`src/rtl/uart_baud_ctrl.sv`:
```
// Run-time baud reprogramming sequencer: serial divide of SYS_CLK_HZ by baud*16, wait for idle, apply under divider reset.
// Optional macro UART_BAUD_TIMEOUT_EN bounds the idle wait to WAIT_TIMEOUT cycles.
module uart_baud_ctrl #(
   parameter logic [31:0] SYS_CLK_HZ     = 32'd50000000,
   parameter int unsigned RST_HOLD       = 4,
   parameter logic [15:0] RST_DIV        = 16'd27,
   parameter logic [4:0]  RST_FRAG_TOTAL = 5'd2,
   parameter logic [3:0]  RST_FRAG_I     = 4'd7,
   parameter int unsigned WAIT_TIMEOUT   = 65535
) (
   input  logic        clk,
   input  logic        rst_n,
   input  logic        cfg_valid,
   input  logic [23:0] cfg_baud,
   output logic        cfg_ready,
   output logic        cfg_done,
   output logic        cfg_err,
   input  logic        uart_busy,
   output logic        div_rst_n,
   output logic [15:0] uart_clk_div,
   output logic [4:0]  uart_clk_frag_total,
   output logic [3:0]  uart_clk_frag_i
);

   localparam logic [3:0] S_IDLE  = 4'd0;
   localparam logic [3:0] S_CHECK = 4'd1;
   localparam logic [3:0] S_DIV1  = 4'd2;
   localparam logic [3:0] S_DIV2  = 4'd3;
   localparam logic [3:0] S_RANGE = 4'd4;
   localparam logic [3:0] S_WAIT  = 4'd5;
   localparam logic [3:0] S_APPLY = 4'd6;
   localparam logic [3:0] S_DONE  = 4'd7;
   localparam logic [3:0] S_ERR   = 4'd8;

   logic [3:0]  r_state, w_next;
   logic [23:0] r_baud;
   logic [31:0] r_dvd, r_quo;
   logic [28:0] r_rem;
   logic [3:0]  r_ft, r_hold, w_frag_i;
   logic [4:0]  r_step;
   logic [27:0] w_denom;
   logic [28:0] w_rem_sh, w_rem_nx;
   logic        w_ge, w_q_bad, w_timeout;
   logic        r_ready, r_done, r_err, r_div_rst_n;
   logic [15:0] r_div;
   logic [4:0]  r_frag_total;
   logic [3:0]  r_frag_i;

   assign w_denom  = {r_baud, 4'd0};
   // DIV1 shifts in dividend bits; DIV2 continues the same remainder with zeros to get r*16/denom
   assign w_rem_sh = (r_state == S_DIV1) ? {r_rem[27:0], r_dvd[31]} : {r_rem[27:0], 1'b0};
   assign w_ge     = (w_rem_sh >= {1'b0, w_denom});
   assign w_rem_nx = w_ge ? (w_rem_sh - {1'b0, w_denom}) : w_rem_sh;
   assign w_q_bad  = (r_quo < 32'd2) || (r_quo > 32'd65535);

`ifdef UART_BAUD_TIMEOUT_EN
   logic [15:0] r_wait_cnt;
   assign w_timeout = (r_wait_cnt == 16'(WAIT_TIMEOUT - 1));
   always_ff @(posedge clk or negedge rst_n) begin
      if (!rst_n)
         r_wait_cnt <= '0;
      else if (r_state == S_WAIT && uart_busy)
         r_wait_cnt <= r_wait_cnt + 16'd1;
      else
         r_wait_cnt <= '0;
   end
`else
   logic w_unused_timeout;
   assign w_timeout        = 1'b0;
   assign w_unused_timeout = (WAIT_TIMEOUT == 0);
`endif

   always_comb begin
      w_next = r_state;
      case (r_state)
         S_IDLE:  if (cfg_valid) w_next = S_CHECK;
         S_CHECK: w_next = (r_baud == 24'd0) ? S_ERR : S_DIV1;
         S_DIV1:  if (r_step == 5'd31) w_next = S_DIV2;
         S_DIV2:  if (r_step == 5'd3) w_next = S_RANGE;
         S_RANGE: w_next = w_q_bad ? S_ERR : S_WAIT;
         S_WAIT: begin
            if (!uart_busy)     w_next = S_APPLY;
            else if (w_timeout) w_next = S_ERR;
         end
         S_APPLY: if (r_hold == 4'(RST_HOLD - 1)) w_next = S_DONE;
         S_DONE:  w_next = S_IDLE;
         S_ERR:   w_next = S_IDLE;
         default: w_next = S_IDLE;
      endcase
   end

   always_comb begin
      w_frag_i = 4'd0;
      case (r_ft)
         4'd0, 4'd1: w_frag_i = 4'd15;
         4'd2:       w_frag_i = 4'd7;
         4'd3:       w_frag_i = 4'd4;
         4'd4:       w_frag_i = 4'd3;
         4'd5:       w_frag_i = 4'd2;
         4'd6, 4'd7: w_frag_i = 4'd1;
         default:    w_frag_i = 4'd0;
      endcase
   end

   // Status outputs are registered from the next state so they never glitch
   always_ff @(posedge clk or negedge rst_n) begin
      if (!rst_n) begin
         r_state     <= S_IDLE;
         r_ready     <= 1'b1;
         r_done      <= 1'b0;
         r_err       <= 1'b0;
         r_div_rst_n <= 1'b1;
      end else begin
         r_state     <= w_next;
         r_ready     <= (w_next == S_IDLE);
         r_done      <= (w_next == S_DONE);
         r_err       <= (w_next == S_ERR);
         r_div_rst_n <= (w_next != S_APPLY);
      end
   end

   always_ff @(posedge clk or negedge rst_n) begin
      if (!rst_n) begin
         r_baud       <= '0;
         r_dvd        <= '0;
         r_quo        <= '0;
         r_rem        <= '0;
         r_ft         <= '0;
         r_step       <= '0;
         r_hold       <= '0;
         r_div        <= RST_DIV;
         r_frag_total <= RST_FRAG_TOTAL;
         r_frag_i     <= RST_FRAG_I;
      end else begin
         case (r_state)
            S_IDLE: if (cfg_valid) begin
               r_baud <= cfg_baud;
               r_dvd  <= SYS_CLK_HZ;
               r_quo  <= '0;
               r_rem  <= '0;
               r_ft   <= '0;
               r_step <= '0;
            end
            S_DIV1: begin
               r_rem  <= w_rem_nx;
               r_dvd  <= {r_dvd[30:0], 1'b0};
               r_quo  <= {r_quo[30:0], w_ge};
               r_step <= r_step + 5'd1;
            end
            S_DIV2: begin
               r_rem  <= w_rem_nx;
               r_ft   <= {r_ft[2:0], w_ge};
               r_step <= r_step + 5'd1;
            end
            S_WAIT: if (!uart_busy) begin
               r_div        <= r_quo[15:0];
               r_frag_total <= {1'b0, r_ft};
               r_frag_i     <= w_frag_i;
               r_hold       <= '0;
            end
            S_APPLY: r_hold <= r_hold + 4'd1;
            default: ;
         endcase
      end
   end

   assign cfg_ready           = r_ready;
   assign cfg_done            = r_done;
   assign cfg_err             = r_err;
   assign div_rst_n           = r_div_rst_n;
   assign uart_clk_div        = r_div;
   assign uart_clk_frag_total = r_frag_total;
   assign uart_clk_frag_i     = r_frag_i;

endmodule

```
`config.mk`:
```
export PLATFORM = sky130hd
export DESIGN_NAME = uart_baud_ctrl
export DESIGN_NICKNAME = d
export VERILOG_FILES = /design/src/rtl/uart_baud_ctrl.sv
export SDC_FILE = /design/constraint.sdc
export NUM_CORES = 1
export LEC_CHECK = 0
export ABC_AREA = 1
export CAP_MARGIN = 30
export CORE_UTILIZATION = 57
export DETAILED_ROUTE_END_ITERATION = 12
export HOLD_SLACK_MARGIN = 0.02
export PLACE_DENSITY = 0.88
export SKIP_LAST_GASP = 1
export SYNTH_ARGS = -nofsm -noshare
export SYNTH_HDL_FRONTEND = slang
export SYNTH_SLANG_ARGS = --single-unit
```
`constraint.sdc`:
```
create_clock -name clk -period 2.8 [get_ports clk]
set_input_delay 0.56 -clock clk [delete_from_list [all_inputs] [get_ports clk]]
set_output_delay 0.56 -clock clk [all_outputs]
set_load 0.01 [all_outputs]
```
==> metrics.md <==
| Metric | Value |
|---|---|
| Run status | `finished clean` |
| Hold-fix buffers, CTS | `0` |
| Distinct cell type count of the synthesized netlist | `between 40 and 50` |
| Proportion of synthesized flip-flops having asynchronous set or reset | `1.00` |
| Required time at the worst-slack endpoint | `roughly 3.2 ns` |
| Standby leakage power | `0.00501 uW` |
| Root cell of the clock tree | `sky130_fd_sc_hd__clkbuf_16` |
| Total number of H-tree levels | `4` |
| Library cell with the largest summed area after synthesis | `sky130_fd_sc_hd__dfrtp_1` |
| Nature of the critical path endpoint | `flip-flop` |
| CTS tree | `done` |
| Netlist area before placement | `0.00831 mm2` |
| Stage delay of the slowest cell on the critical path | `0.37 ns` |
| First-pass GRT wire length | `between 30000 and 40000 um` |
| Synth top cells by count | `sky130_fd_sc_hd__nand2_1, sky130_fd_sc_hd__inv_1, sky130_fd_sc_hd__dfrtp_1` |
| Post-route clock skew | `a little under 0.008 ns` |
| Flip-flop and latch count after synthesis | `between 150 and 200` |
| Count of TritonRoute iterations in the first routing pass | `5` |
| HPWL after detailed placement | `approximately 14000 um` |
| Overflow left after global routing | `0` |
| Post-route cell area | `0.00962 mm2` |
| Initial antenna violation count | `0` |
| Share of power burned in the clock network | `0.175` |
| Post-DP Area | `approximately 0.0090 mm2` |
| Worst min-delay path category | `in -> async` |
| Ranking of synthesized cells by area | `sky130_fd_sc_hd__dfrtp_1, sky130_fd_sc_hd__nand2_1, sky130_fd_sc_hd__inv_1` |
| Number of warning messages in the yosys log | `0` |
| Area growth from synthesis to layout | `15.7%` |
| Max FO, Critical Path | `25` |
| # fillers | `roughly 1.0k` |
| Average wire length per cell after detail routing | `between 10 and 15 um` |
| Period utilisation layout | `0.844` |
| Synthesized instance count | `1061` |
| Power density relative to cell area | `~1300 mW/mm2` |
| Number of failing setup endpoints in the final timing report | `0` |
| RSZ-0062 raised after global routing | `no` |
| Die X-Extent | `~120 um` |
| Internal power | `slightly below 7000 uW` |
| Quantity of gates resized following cts | `0` |
| Top cell by count, worst path | `sky130_fd_sc_hd__nand2_1` |
| Sw frac | `0.463` |
| Vias per inst | `5.54` |
| Sequential standard cell area | `between 0.003 and 0.004 mm2` |
| Drt total wl | `approximately 20000 um` |
| Synth Flop Type | `sky130_fd_sc_hd__dfrtp_1` |
| Worst setup SP type | `flip-flop` |
| Maximum vdd ir drop | `around 710 uV` |
| Clock-pin slew on the worst setup and hold paths | `roughly 0.07 ns` |
| Switching pwr | `~5900 uW` |
| Vias in the first global route | `roughly 7.1k` |
| Starting utilization of the core area | `0.592` |
| Initial detailed-routing violation count | `about 570` |
| Max_slew headroom | `0.584` |
| Number of CTS-inserted buffers | `17` |
| Residual DRC count | `0` |
| Slowest library cell on the worst path | `sky130_fd_sc_hd__dfrtp_1` |
| Sequential share of power | `0.288` |
| Data arrival time of the critical path | `2.73 ns` |
| Number of flops mapped to enable cells by yosys | `0` |
| Sink count of the clock tree | `154` |
| Count of nets left with antenna violations after detail routing | `0` |
| Top achievable clock speed | `around 420 MHz` |
| Mean post-synth cell area | `just under 8 um2` |
| Number of buffers on the longest clock path | `2` |
| Transition time at the pin with the least slew margin | `slightly above 0.6 ns` |
| Worst Path Class, Setup | `reg -> reg` |
| Total track usage | `0.280` |
| Area of the die | `roughly 0.015 mm2` |
| Total of max-cap violations | `0` |
| Final hold violation count | `0` |
| Count of standard-cell rows | `43` |
| Maximum number of pins on one net before global-route repair | `57` |
| Count of buffers added by post-CTS timing repair for setup | `0` |
| Synthesized netlist net count | `approximately 1.1k` |
| CP cell instances | `inv_1, ha_1, nand2_1, inv_1, nand2_1, nand2_1, inv_1, nand3_1, nand2_4, nand3_4, nand2_1, nand3_1, nand2_1` |
| Number of nets in the finished design | `about 1.2k` |
| Clock latency reported for the late side of the worst-skew pair | `0.43 ns` |
| Vias post-DR | `a little over 7k` |
| Vertical die dimension | `~120 um` |
| Count of port buffers added during placement | `55` |
| Total inserted antenna cells | `0` |
| Combinational Power Share | `0.537` |
| Post-synth top area share | `0.434` |
| Final slew viol count | `0` |
| # IOs | `between 50 and 60` |
| Proportion of layout cells with a drive suffix above 1 | `0.0817` |
| Area of the core | `~0.014 mm2` |
| Fraction of the yosys area taken by sequential cells | `0.465` |
| Multi-input gate area | `0.00346 mm2` |
| Top-count cell post-synth | `sky130_fd_sc_hd__nand2_1` |
| Placer's final routability congestion estimate | `roughly 0.95` |
| Final setup TNS | `0 ns` |
| Minimum clock period after layout | `between 2 and 2.5 ns` |
==> flip-flops by register name, summed over array words and instances, names as in the netlist <==
| name | cells |
|---|---|
| uart_clk_div | 16 |
| r_state | 4 |
| cfg_ready | 1 |
| div_rst_n | 1 |
| uart_clk_frag_total | 4 |
| r_baud | 24 |
| r_quo | 32 |
| r_step | 5 |
| r_rem | 28 |
| cfg_err | 1 |
| r_dvd | 25 |
| uart_clk_frag_i | 4 |
| r_ft | 4 |
| r_hold | 4 |
| cfg_done | 1 |
==> placed cells by master, fill, tap and decap left out, types with 4 or more instances in the layout <==
| cell | netlist | layout |
|---|---|---|
| sky130_fd_sc_hd__nand4_1 | 45 | 45 |
| sky130_fd_sc_hd__dfstp_2 | 10 | 10 |
| sky130_fd_sc_hd__a22oi_1 | 12 | 12 |
| sky130_fd_sc_hd__nand3_1 | 67 | 67 |
| sky130_fd_sc_hd__nand2_2 | 4 | 4 |
| sky130_fd_sc_hd__ha_1 | 27 | 27 |
| sky130_fd_sc_hd__nand3_2 | 9 | 9 |
| sky130_fd_sc_hd__a21oi_1 | 35 | 35 |
| sky130_fd_sc_hd__nand2_1 | 251 | 251 |
| sky130_fd_sc_hd__clkbuf_16 | 0 | 17 |
| sky130_fd_sc_hd__o21ai_0 | 30 | 30 |
| sky130_fd_sc_hd__o22ai_1 | 49 | 49 |
| sky130_fd_sc_hd__nor2_2 | 4 | 4 |
| sky130_fd_sc_hd__nor2_1 | 72 | 72 |
| sky130_fd_sc_hd__buf_4 | 1 | 10 |
| sky130_fd_sc_hd__xor2_1 | 4 | 4 |
| sky130_fd_sc_hd__inv_1 | 211 | 211 |
| sky130_fd_sc_hd__inv_6 | 0 | 4 |
| sky130_fd_sc_hd__clkdlybuf4s50_1 | 0 | 54 |
| sky130_fd_sc_hd__inv_2 | 8 | 8 |
| sky130_fd_sc_hd__dfrtp_1 | 144 | 144 |
| sky130_fd_sc_hd__nor3_1 | 7 | 7 |
| sky130_fd_sc_hd__xnor2_1 | 7 | 7 |
| sky130_fd_sc_hd__inv_8 | 0 | 4 |
==> cells by family (layout without fill, tap and decap cells) <==
group / after synthesis / in the layout / share of synthesized area
other: 1 / 1 / 0.000451
xor gates and xnor gates: 11 / 11 / 0.0116
DFF: 154 / 154 / 0.465
buffers and inverters: 253 / 318 / 0.119
muxes: 1 / 1 / 0.00135
and+or+nand+nor: 473 / 473 / 0.257
AOI/OAI and AO/OA: 140 / 140 / 0.102
adders and majority gates: 28 / 28 / 0.0431
==> worst paths after layout <==
check                                            endpoint  slack (ns)                  start  cells after the start
max                                  r_rem[7]$_DFFE_PN0P_        0.44  r_baud[8]$_DFFE_PN0P_                     13
min in group clk           uart_clk_frag_i[2]$_DFFE_PN1P_        0.45    r_ft[2]$_DFFE_PN0P_                      1
min                                 r_baud[8]$_DFFE_PN0P_        0.06                  rst_n                      1
max in group asynchronous  uart_clk_frag_i[2]$_DFFE_PN1P_        1.98                  rst_n                      2
max reg2reg                          r_rem[7]$_DFFE_PN0P_        0.44  r_baud[8]$_DFFE_PN0P_                     13
min reg2reg                uart_clk_frag_i[2]$_DFFE_PN1P_        0.45    r_ft[2]$_DFFE_PN0P_                      1
==> stage by stage <==
stage / setup WS [ns] / hold slack, ns / utilization / cells / total power, uW
2_1_floorplan: 0.963 / 0.264 / - / 1061 / 8600
3_3_place_gp: 0.578 / 0.424 / 0.644 / 1274 / 10100
3_5_place_dp: 0.537 / 0.447 / 0.644 / 1274 / 10400
4_1_cts: 0.494 / 0.0777 / 0.685 / 1306 / 12700
5_1_grt: 0.293 / 0.101 / 0.685 / 1306 / 13700
6_report: 0.436 / 0.0600 / 0.685 / 1306 / 12700
==> power groups by stage <==
stage | logic, uW | registers [uW] | clock network, uW
finish | 6830 | 3660 | 2230
global route | 7630 | 3750 | 2350
CTS | 6760 | 3650 | 2250
detailed placement | 6690 | 3670 | 0
global placement | 6500 | 3640 | 0
floorplan | 4950 | 3650 | 0
==> final cells by class <==
class                           count  area share
Clock buffer                       17      0.0442
Inverter                          219      0.0855
Clock inverter                     15      0.0163
Timing Repair Buffer               67      0.0693
Tap cell                          180      0.0234
Multi-Input combinational cell    654       0.359
Sequential cell                   154       0.402
==> worst max-delay path: cells and delay by family (launching register included) <==
kind / cells / cell delay [ns]
buffers and inverters: 3 / 0.21
AND/OR/NAND/NOR: 9 / 1.43
flip-flops: 1 / 0.37
adder cells (fa/ha/maj): 1 / 0.29
==> metal layers <==
metal | part of all wire | GRT usage | routed length [um] | vias to the layer above
li1 | - | - | - | 3495
met1 | 0.41 | 0.346 | 8050 | 3435
met2 | 0.50 | 0.472 | 9730 | 251
met3 | 0.061 | 0.0604 | 1190 | 55
met4 | 0.031 | 0.122 | 598 | 0
met5 | 0 | 0 | 0 | -
Power figures use the tool's default switching activity.
